[src/rtl/uart_tx_arbiter.sv]
// Round-robin arbiter granting one of REQUESTERS byte streams access to a UART TX FIFO write port.
// Latency: grant one edge after request in IDLE; bytes pass to tx_data/tx_we combinationally during a grant.
// Backpressure: tx_full drops the granted req_ready; a grant ends on last byte, MAX_BURST bytes or IDLE_TIMEOUT stalled cycles.
module uart_tx_arbiter #(
    parameter int REQUESTERS   = 4,
    parameter int MAX_BURST    = 16,
    parameter int IDLE_TIMEOUT = 64,
    localparam int GID_W       = (REQUESTERS > 1) ? $clog2(REQUESTERS) : 1
) (
    input  logic                    clk,
    input  logic                    rst,
    input  logic                    enable,
    input  logic [REQUESTERS-1:0]   req_valid,
    input  logic [8*REQUESTERS-1:0] req_data,
    input  logic [REQUESTERS-1:0]   req_last,
    output logic [REQUESTERS-1:0]   req_ready,
    output logic [7:0]              tx_data,
    output logic                    tx_we,
    input  logic                    tx_full,
    output logic                    grant_active,
    output logic [GID_W-1:0]        grant_id,
    output logic [7:0]              burst_count
);

    typedef enum logic {
        IDLE  = 1'b0,
        BURST = 1'b1
    } state_t;

    state_t            state;
    state_t            state_nxt;
    logic [GID_W-1:0]  last_grant;
    logic [GID_W-1:0]  winner;
    logic              any_valid;
    logic [7:0]        idle_cnt;
    logic              sel_valid;
    logic              sel_last;
    logic [7:0]        sel_data;
    logic              accept;
    logic              end_burst;
    logic              timeout;

    // Mux out the granted requester's byte, valid and last flag.
    always_comb begin
        sel_valid = 1'b0;
        sel_last  = 1'b0;
        sel_data  = 8'h00;
        for (int i = 0; i < REQUESTERS; i++) begin
            if (grant_id == GID_W'(i)) begin
                sel_valid = req_valid[i];
                sel_last  = req_last[i];
                sel_data  = req_data[8*i +: 8];
            end
        end
    end

    // Round-robin search: first valid requester starting just above the last one served.
    always_comb begin
        winner    = '0;
        any_valid = 1'b0;
        for (int k = 1; k <= REQUESTERS; k++) begin
            for (int i = 0; i < REQUESTERS; i++) begin
                if (!any_valid && req_valid[i] &&
                    (((int'(last_grant) + k) % REQUESTERS) == i)) begin
                    any_valid = 1'b1;
                    winner    = GID_W'(i);
                end
            end
        end
    end

    // A byte moves only while granted and the FIFO has room; an acceptance beats a timeout on the same edge.
    assign accept    = (state == BURST) && sel_valid && !tx_full;
    assign end_burst = accept && (sel_last || (({1'b0, burst_count} + 9'd1) == 9'(MAX_BURST)));
    assign timeout   = (state == BURST) && !accept && (({1'b0, idle_cnt} + 9'd1) == 9'(IDLE_TIMEOUT));

    assign tx_data      = sel_data;
    assign grant_active = (state == BURST);

    // Next-state and handshake outputs; nothing is accepted outside BURST.
    always_comb begin
        state_nxt = state;
        req_ready = '0;
        tx_we     = 1'b0;
        case (state)
            IDLE: begin
                if (enable && any_valid) begin
                    state_nxt = BURST;
                end
            end
            BURST: begin
                for (int i = 0; i < REQUESTERS; i++) begin
                    req_ready[i] = (grant_id == GID_W'(i)) && !tx_full;
                end
                tx_we = accept;
                if (end_burst || timeout) begin
                    state_nxt = IDLE;
                end
            end
            default: state_nxt = IDLE;
        endcase
    end

    // State register.
    always_ff @(posedge clk or negedge rst) begin
        if (!rst) begin
            state <= IDLE;
        end else begin
            state <= state_nxt;
        end
    end

    // Grant bookkeeping: winner capture, byte and stall counters, round-robin pointer.
    always_ff @(posedge clk or negedge rst) begin
        if (!rst) begin
            last_grant  <= GID_W'(REQUESTERS - 1);
            grant_id    <= '0;
            burst_count <= 8'd0;
            idle_cnt    <= 8'd0;
        end else begin
            if (state == IDLE) begin
                if (enable && any_valid) begin
                    grant_id    <= winner;
                    burst_count <= 8'd0;
                    idle_cnt    <= 8'd0;
                end
            end else begin
                if (accept) begin
                    burst_count <= burst_count + 8'd1;
                    idle_cnt    <= 8'd0;
                end else begin
                    idle_cnt <= idle_cnt + 8'd1;
                end
                if (end_burst || timeout) begin
                    last_grant <= grant_id;
                end
            end
        end
    end

endmodule

[config.mk]
export PLATFORM = sky130hd
export DESIGN_NAME = uart_tx_arbiter
export DESIGN_NICKNAME = d
export VERILOG_FILES = /design/src/rtl/uart_tx_arbiter.sv
export SDC_FILE = /design/constraint.sdc
export NUM_CORES = 1
export LEC_CHECK = 0
export ABC_AREA = 1
export CAP_MARGIN = 25
export CORE_MARGIN = 4
export CORE_UTILIZATION = 47
export CTS_BUF_LIST = sky130_fd_sc_hd__clkbuf_8 sky130_fd_sc_hd__clkbuf_16
export DETAILED_ROUTE_END_ITERATION = 8
export PLACE_DENSITY = 0.86
export SLEW_MARGIN = 20
export SYNTH_ARGS = -nofsm -noshare
export SYNTH_HDL_FRONTEND = slang
export SYNTH_SLANG_ARGS = --single-unit
[constraint.sdc]
create_clock -name clk -period 3.25 [get_ports clk]
set_input_delay 0.4875 -clock clk [delete_from_list [all_inputs] [get_ports clk]]
set_output_delay 0.4875 -clock clk [all_outputs]
set_load 0.005 [all_outputs]
## Yosys cells after proc, flatten, opt, wreduce, memory -nomap -nowiden

Index checks and enable logic that the tools add are counted.

- Register bits after elaboration: 21
- Latch bits: 0
- RAM bits: 0
- Bits in read-only memories: 0
- Bits of input ports: 44
- Word-level logic and storage cells: 162
- Memories kept: 0

- Add/subtract/negate cells: 8
- Multiply operators: 0
- Div/mod/pow operators: 0
- Order comparisons: 0
- Equality and inequality tests: 18
- Shifts and indexed selects: 0
- Muxes and demuxes: 53
- Bitwise gates (word level): 5
- Reduce and logical (&&, ||, !) cells: 73

Operators by type and width:

| kind | number |
|---|---|
| $logic_not A32 Y1 | 4 |
| $mux W8 | 9 |
| $logic_and A1 B1 Y1 | 41 |
| $mux W1 | 28 |
| $mux W2 | 14 |
| $eq A3 B3 Y1 const B | 8 |
| $add A8 B1 Y9 const B | 2 |
| $logic_not A1 Y1 | 17 |
| $add A8 B1 Y8 const B | 2 |
| $eq A3 B2 Y1 const B | 4 |
| $eq A9 B5 Y1 const B | 1 |
| $eq A9 B7 Y1 const B | 1 |
| $reduce_or A2 Y1 | 4 |
| $reduce_and A2 Y1 | 3 |
| $add A2 B1 Y2 const B | 2 |
| $add A2 B2 Y2 const B | 2 |
| $and A1 B1 Y1 const A | 4 |
| $eq A2 B2 Y1 const B | 2 |
| $mux W4 | 1 |
| $eq A2 B1 Y1 const B | 1 |
| $logic_not A2 Y1 | 1 |
| $logic_or A1 B1 Y1 | 2 |
| $ne A2 B1 Y1 const B | 1 |
| $pmux W1 S2 | 1 |
| other kinds (2) | 2 |

## Logic depth before layout (Yosys ltp)

Gate-level depths: netlist of run 1.

- Depth after elaboration: 69
- Depth in mapped cells: 13
- Gate-level depth less buffers: 12

## Least setup slack after synthesis of run 1

OpenSTA, ideal clock, no wires.

- Path kind: register -> register
- Start: register last_grant[0]
- End: register burst_count[4]
- Data arrival time: 1803 ps
- Setup slack: 1383 ps
- Stages on the path, launching flop included: 14
- Period minus slack after synthesis: 1867 ps
- Cell sequence: dfstp_2 -> inv_2 -> nand3_1 -> nand2_2 -> nor2_4 -> nand4_2 -> nor2_2 -> nand4_2 -> nor3_2 -> nand4_2 -> nand3_2 -> buf_6 -> nand3_1 -> nand2_1

- Word-level cells in the longest chain between the ends: 69
- Elaborated cells on any way between the ends: 93

Ends and longest elaborated chain:

| item | line | text |
|---|---|---|
| start: declaration | 32 | `logic [GID_W-1:0] last_grant;` |
| start signal: assignment | 116 | `last_grant <= GID_W'(REQUESTERS - 1);` |
| start signal: assignment | 135 | `last_grant <= grant_id;` |
| $add A2 B1 Y2 | 64 | `(((int'(last_grant) + k) % REQUESTERS) == i)) begin` |
| $reduce_or A2 Y1 (no source line) | n/a |  |
| $and A1 B1 Y1 (no source line) | n/a |  |
| $logic_not A32 Y1 | 64 |  |
| $logic_and A1 B1 Y1 | 63 | `if (!any_valid && req_valid[i] &&` |
| $mux W1 | 63 |  |
| $logic_not A1 Y1 | 63 |  |
| $logic_and A1 B1 Y1 (2 in a row) | 63 |  |
| [... 50 more ...] | n/a |  |
| $logic_and A1 B1 Y1 (2 in a row) | 63 |  |
| $mux W1 | 63 |  |
| $logic_not A1 Y1 | 63 |  |
| $logic_and A1 B1 Y1 (2 in a row) | 63 |  |
| $mux W1 (*) | 63 |  |
| $logic_and A1 B1 Y1 (*) | 122 | `if (enable && any_valid) begin` |
| $reduce_bool A2 Y1 (no source line) (*) | n/a |  |
| $reduce_and A2 Y1 (no source line) (*) | n/a |  |
| end signal: assignment | 129 | `burst_count <= burst_count + 8'd1;` |
| end: declaration | 22 | `output logic [7:0] burst_count` |

Mark *: on every way between the ends. The rest lies on a longest branch, timed or not.
A chain may end at the register's enable or synchronous reset.

## Worst setup path in the final report of run 1

- Start: register grant_id[0]
- End: output tx_data[6]

- Word-level cells in the longest chain between the ends: 5
- Elaborated cells on any way between the ends: 8

Ends and longest elaborated chain:

| item | line | text |
|---|---|---|
| start: declaration | 21 | `output logic [GID_W-1:0] grant_id,` |
| start signal: assignment | 123 | `grant_id <= winner;` |
| $logic_not A2 Y1 | 49 | `if (grant_id == GID_W'(i)) begin` |
| $mux W8 (3 in a row) | 49 |  |
| $mux W8 (*) | 49 |  |
| end: declaration | 17 | `output logic [7:0] tx_data,` |

Marks and branches as above.

==> results of run 1 <==
-- sequential cells by signal, summed over array words and instances, names as in the netlist --
name and flops:
burst_count 8, idle_cnt 8, grant_id 2, last_grant 2
grant_active 1
-- Yosys cell counts (all sizes together) --
master   n
nor3     6
nand3   33
dfrtp   19
buf      5
o22ai    1
o21ai    9
xnor2    4
nor2    33
nand2   66
o31ai    1
and3     1
a221oi   4
o221ai   1
ha       3
a21oi    6
xor2     7
nand3b   2
clkinv   1
inv     26
or2      3
nand4   14
dfstp    2
-- per-stage QoR --
step	utilization	instance area, sq um	setup WS [ns]	power [uW]	std cells
after floorplan	-	1700	1.38	1050	247
after global placement	0.706	2410	0.712	1480	356
after detailed placement	0.706	2410	0.696	1490	356
after CTS	0.719	2460	0.433	1670	360
after global routing	0.719	2460	0.221	1820	360
final	0.719	2460	0.448	1660	360
-- per-layer routing --
layer	up-vias	GRT usage	routed length (microns)
li1	959	-	-
met1	845	0.253	2000
met2	79	0.379	2330
met3	7	0.0460	491
met4	0	0.0620	61
met5	-	0	0
-- worst max-delay path, delay by kind of cell (launching register included) --
family | cells | cell delay, ns
buffers and inverters | 2 | 0.72
DFF | 1 | 0.61
and+or+nand+nor | 1 | 0.31
AOI/OAI and AO/OA | 2 | 0.41
-- kinds of logic after synthesis --
group | share of synthesized area
AND/OR/NAND/NOR | 0.449
adder cells (fa/ha/maj) | 0.0220
AO/OA/AOI/OAI | 0.0859
buffers and inverters | 0.0764
XOR/XNOR | 0.0565
flip-flops | 0.310
-- power breakdown --
group          total (uW)  switching (uW)  leakage (uW)  internal (uW)
clock                 169            83.5     0.0000255           85.5
combinational        1020             520      0.000816            499
sequential            472             127      0.000272            345
total                1660             730       0.00111            930
-- worst min-delay path by stage --
| stage | startpoint | endpoint | slack (ns) | depth (start not counted) |
|---|---|---|---|---|
| 6_report | idle_cnt[7] | idle_cnt[7] | 0.54 | 2 |
| 4_1_cts | idle_cnt[7] | idle_cnt[7] | 0.54 | 2 |
| 3_5_place_dp | idle_cnt[7] | idle_cnt[7] | 0.53 | 2 |
| 5_1_grt | idle_cnt[7] | idle_cnt[7] | 0.57 | 2 |
| 3_3_place_gp | idle_cnt[7] | idle_cnt[7] | 0.52 | 2 |
| 2_1_floorplan | rst | burst_count[0] | 0.19 | 0 |
-- cell type report --
cell class / count / area [sq um]
Clock buffer: 3 / 41.3
Clock inverter: 1 / 5.00
Fill cell: 278 / 958
Inverter: 27 / 101
Multi-Input combinational cell: 194 / 1050
Sequential cell: 21 / 528
Tap cell: 46 / 57.6
Timing Repair Buffer: 68 / 678
==> results.toml, run 1 <==
[placement]
hpwl_microns = 3850
port_buffers = 67
gp_congestion = 0.881

[floorplan]
rows = 21
num_io_pins = 68
floorplan.die_area_sq_um = 4650
core_sq_um = 3420
die_x_microns = 68.2
die_height_microns = 68.2
floorplan.initialDensity = 0.499

[grt]
grt_pass1_vias = 1737
grt-ovfl-total = 0
track_usage = 0.212
grt_max_degree = 22
antenna_found_initial = 0
grt_pass1_wl_microns = 7600

[routing]
drtIter0Drc = 92
wirelength_microns = 4880
viasPerCell = 5.25
num_vias = 1890
wl_per_cell_microns = 13.6
drc_errors = 0
dr.pass1.iters = 4
ant_nets = 0

[worst_setup_path]
cpMaxStageDelayCell = "dfrtp_1"
endpoint = "tx_data[6]"
endpoint_kind = "output pin"
rr_worst_depth = 12
worstReg2RegStart = "grant_id[0]"
r2r_slack_ns = 0.77
path_class = "register to output pin"
path_max_fanout = 17
worstPathCellList = "nand2_1, clkinv_1, a221oi_1, a21oi_1, clkdlybuf4s50_1"
worstPathRequired_ns = 2.76
crit_start = "grant_id[0]"
crit_path_max_incr_delay_ns = 0.61
crit_path_start_kind = "register"
worstPathArrival_ns = 2.31
r2r-end = "last_grant[0]"

[clock_tree]
post_cts_buffers = 0
cts_root_buf = "clkbuf_8"
cts.sinks = 21
h-tree-depth = 1
clock_path_buffers = 2
cts_tree = "yes"
cts_buffers = 3
cts-resized-gates = 0
clkTransAtPathRegs_ns = 0.08
clk_latency_ns = 0.26
postCtsHoldBufs = 0

[synth]
synth_top_area_frac = 0.279
synth_cell_types = 32
synth_largest_area_cell = "dfrtp_1"
synth.cell_area_sq_um = 1700
avgSynthCellArea_sq_um = 6.90
ys_top_cells_by_area = "dfrtp_1 (28%), nand2_1 (14%), nand3_1 (9.1%)"
seq_area_frac_synth = 0.310
syn_inst = 247
syn-num-nets = 294
ys_warn_count = 0
ys_ff_latch = 21

[sta]
fin_hold_ws_ns = 0.542
max_slew.worst_pin.slew_ns = 0.885
post-route-min-period_ns = 2.80
fmax_ghz = 0.357
max_slew_margin = 0.408
report.final.slew_viol_count = 0
fin_crit_sh = 0.862
rsz0062_at_grt = "false"
setup_viol = 0
hold_viol = 0
finalSetupTns_ns = 0
skew_ns = 0.00616

[power]
power.density_nw_per_um2 = 676
leakage_uw = 0.00111
ir_drop_mv = 0.392

[cells_and_area]
area_growth_pct = 44.2
drive_above_1_share = 0.0987
layout_commonest_cell = "clkdlybuf4s50_1"
final_cell_mix = "clkdlybuf4s50_1 (67), nand2_1 (62), nand3_1 (31)"
final_nets = 362
n_antenna_cell = 0

[min_path]
min_path_type = "register to register"

[outcome]
outcome = "completed"

[run]
drv_cap = 0
Power figures use the tool's default switching activity.
==> run 2, diff against run 1 <==
Settings changed: ABC_CLOCK_PERIOD_IN_PS set to 3250, CORE_ASPECT_RATIO set to 0.7.
==> run 2 against run 1 <==
Compared with the run above:
- clock power about the same
- setup slack got worse by 0.12 ns
- die area increased by 0.33%
- worst hold slack got worse by 0.0055 ns
- design area decreased by 0.25%
- largest cell class unchanged
==> results.toml, run 2 (synthesis gave the netlist of run 1 again) <==
[floorplan]
core_sq_um = 3320
floorplan.initialDensity = 0.514
die_x_microns = 80.0
rows = 17
floorplan.die_area_sq_um = 4670
die_height_microns = 58.4
num_io_pins = 68

[sta]
report.final.slew_viol_count = 0
max_slew.worst_pin.slew_ns = 0.914
skew_ns = 0.0118
fin_hold_ws_ns = 0.536
rsz0062_at_grt = "false"
fin_crit_sh = 0.901
max_slew_margin = 0.389
finalSetupTns_ns = 0
fmax_ghz = 0.342
hold_viol = 0
setup_viol = 0
final.setup.worst_slack_ns = 0.323
post-route-min-period_ns = 2.93

[power]
ir_drop_mv = 0.388
power.share.switching = 0.445
internal_power_uw = 924
combPwrFrac = 0.611
power.density_nw_per_um2 = 679
leakage_uw = 0.00111
switching_power_uw = 739
power.total_uw = 1660
seq_power_share = 0.286
pwr-share-clk = 0.103

[cells_and_area]
n_antenna_cell = 0
final_util = 0.739
drive_above_1_share = 0.0958
final_nets = 361
area_growth_pct = 43.8
final_cell_mix = "clkdlybuf4s50_1 (67), nand2_1 (62), nand3_1 (31)"
layout_commonest_cell = "clkdlybuf4s50_1"
top_regs = "burst_count: 8 flops, idle_cnt: 8 flops"
fill_cells = 267

[grt]
track_usage = 0.211
grt_pass1_wl_microns = 8000
antenna_found_initial = 0
grt-ovfl-total = 0
grt_pass1_vias = 1764
grt_max_degree = 22

[min_path]
min_delay_path_depth = 2
min_path_type = "register to register"
min_to = "idle_cnt[7]"
hp-start = "idle_cnt[7]"

[worst_setup_path]
critPathBufInv = 2
r2r-end = "last_grant[1]"
path_delay_family = "flip-flops"
worstPathArrival_ns = 2.44
path_max_fanout = 17
crit_path_max_incr_delay_ns = 0.73
worstReg2RegStart = "grant_id[0]"
cpMaxStageDelayCell = "dfrtp_1"
worstPathCellList = "nor2_2, inv_2, o22ai_1, a21oi_1, nand3_1, nand2_2, clkdlybuf4s50_1"
path_class = "register to output pin"
worstPathRequired_ns = 2.76
crit_path_start_kind = "register"
rr_worst_depth = 11
r2r_slack_ns = 0.81
endpoint_kind = "output pin"

[routing]
ant_nets = 0
dr.pass1.iters = 5
viasPerCell = 5.28
wl_per_cell_microns = 13.8
wirelength_microns = 4950
drtIter0Drc = 100
num_vias = 1901
drc_errors = 0

[clock_tree]
cts.sinks = 21
cts_tree = "yes"
postCtsHoldBufs = 0
h-tree-depth = 1
clock_path_buffers = 2
cts-resized-gates = 0
cts_root_buf = "clkbuf_8"
clk_latency_ns = 0.27
post_cts_buffers = 0
cts_buffers = 3
clkTransAtPathRegs_ns = 0.08

[run]
drv_cap = 0

[placement]
gp_congestion = 0.873
port_buffers = 67
dp_slack_ns = 0.480
hpwl_microns = 4000

[outcome]
outcome = "completed"
run 2: cell count changes in the layout (fill, tap and decap cells not counted), sizes merged:
cell / previous run / this run
buf: 1 / 0
run 2: metal layers:
| metal | vias to the layer above | track usage | part of all wire |
|---|---|---|---|
| li1 | 954 | - | - |
| met1 | 861 | 0.293 | 0.46 |
| met2 | 80 | 0.344 | 0.44 |
| met3 | 6 | 0.0520 | 0.10 |
| met4 | 0 | 0.0289 | 0.0053 |
| met5 | - | 0 | 0 |
run 2: stage by stage:
stage	area, sq um	std cells
after global routing	2450	360
after floorplan	1700	247
after detailed placement	2400	356
after global placement	2400	356
after CTS	2450	360
final	2450	360
run 2: final cells by class:
cell class	instances	area, sq um	area share
clock buffer	3	41.3	0.0168
clock inverter	1	5.00	0.00204
inverter	27	101	0.0413
multi-input combinational	194	1050	0.427
sequential	21	528	0.215
tap	47	58.8	0.0240
timing repair buffer	67	671	0.274
run 2: worst max path at each step:
stage	from	end	cells past startpoint
2_1_floorplan	last_grant[0]	burst_count[4]	13
3_3_place_gp	req_valid[1]	tx_we	6
4_1_cts	grant_id[0]	tx_we	7
3_5_place_dp	req_valid[1]	tx_we	6
5_1_grt	grant_id[0]	tx_we	7
6_report	grant_id[0]	tx_we	7
run 2: power groups by stage:
stage	Clock (uW)	Sequential (uW)	Combinational, uW
CTS	174	473	1020
detailed placement	0	477	1020
finish	171	475	1020
global placement	0	470	1000
floorplan	0	432	623
global route	189	490	1130
run 2: tightest hold or removal path, cell delays in order (launching register included):
cell and delay [ns]:
dfrtp_1 0.36, nand3_1 0.07, o21ai_0 0.07
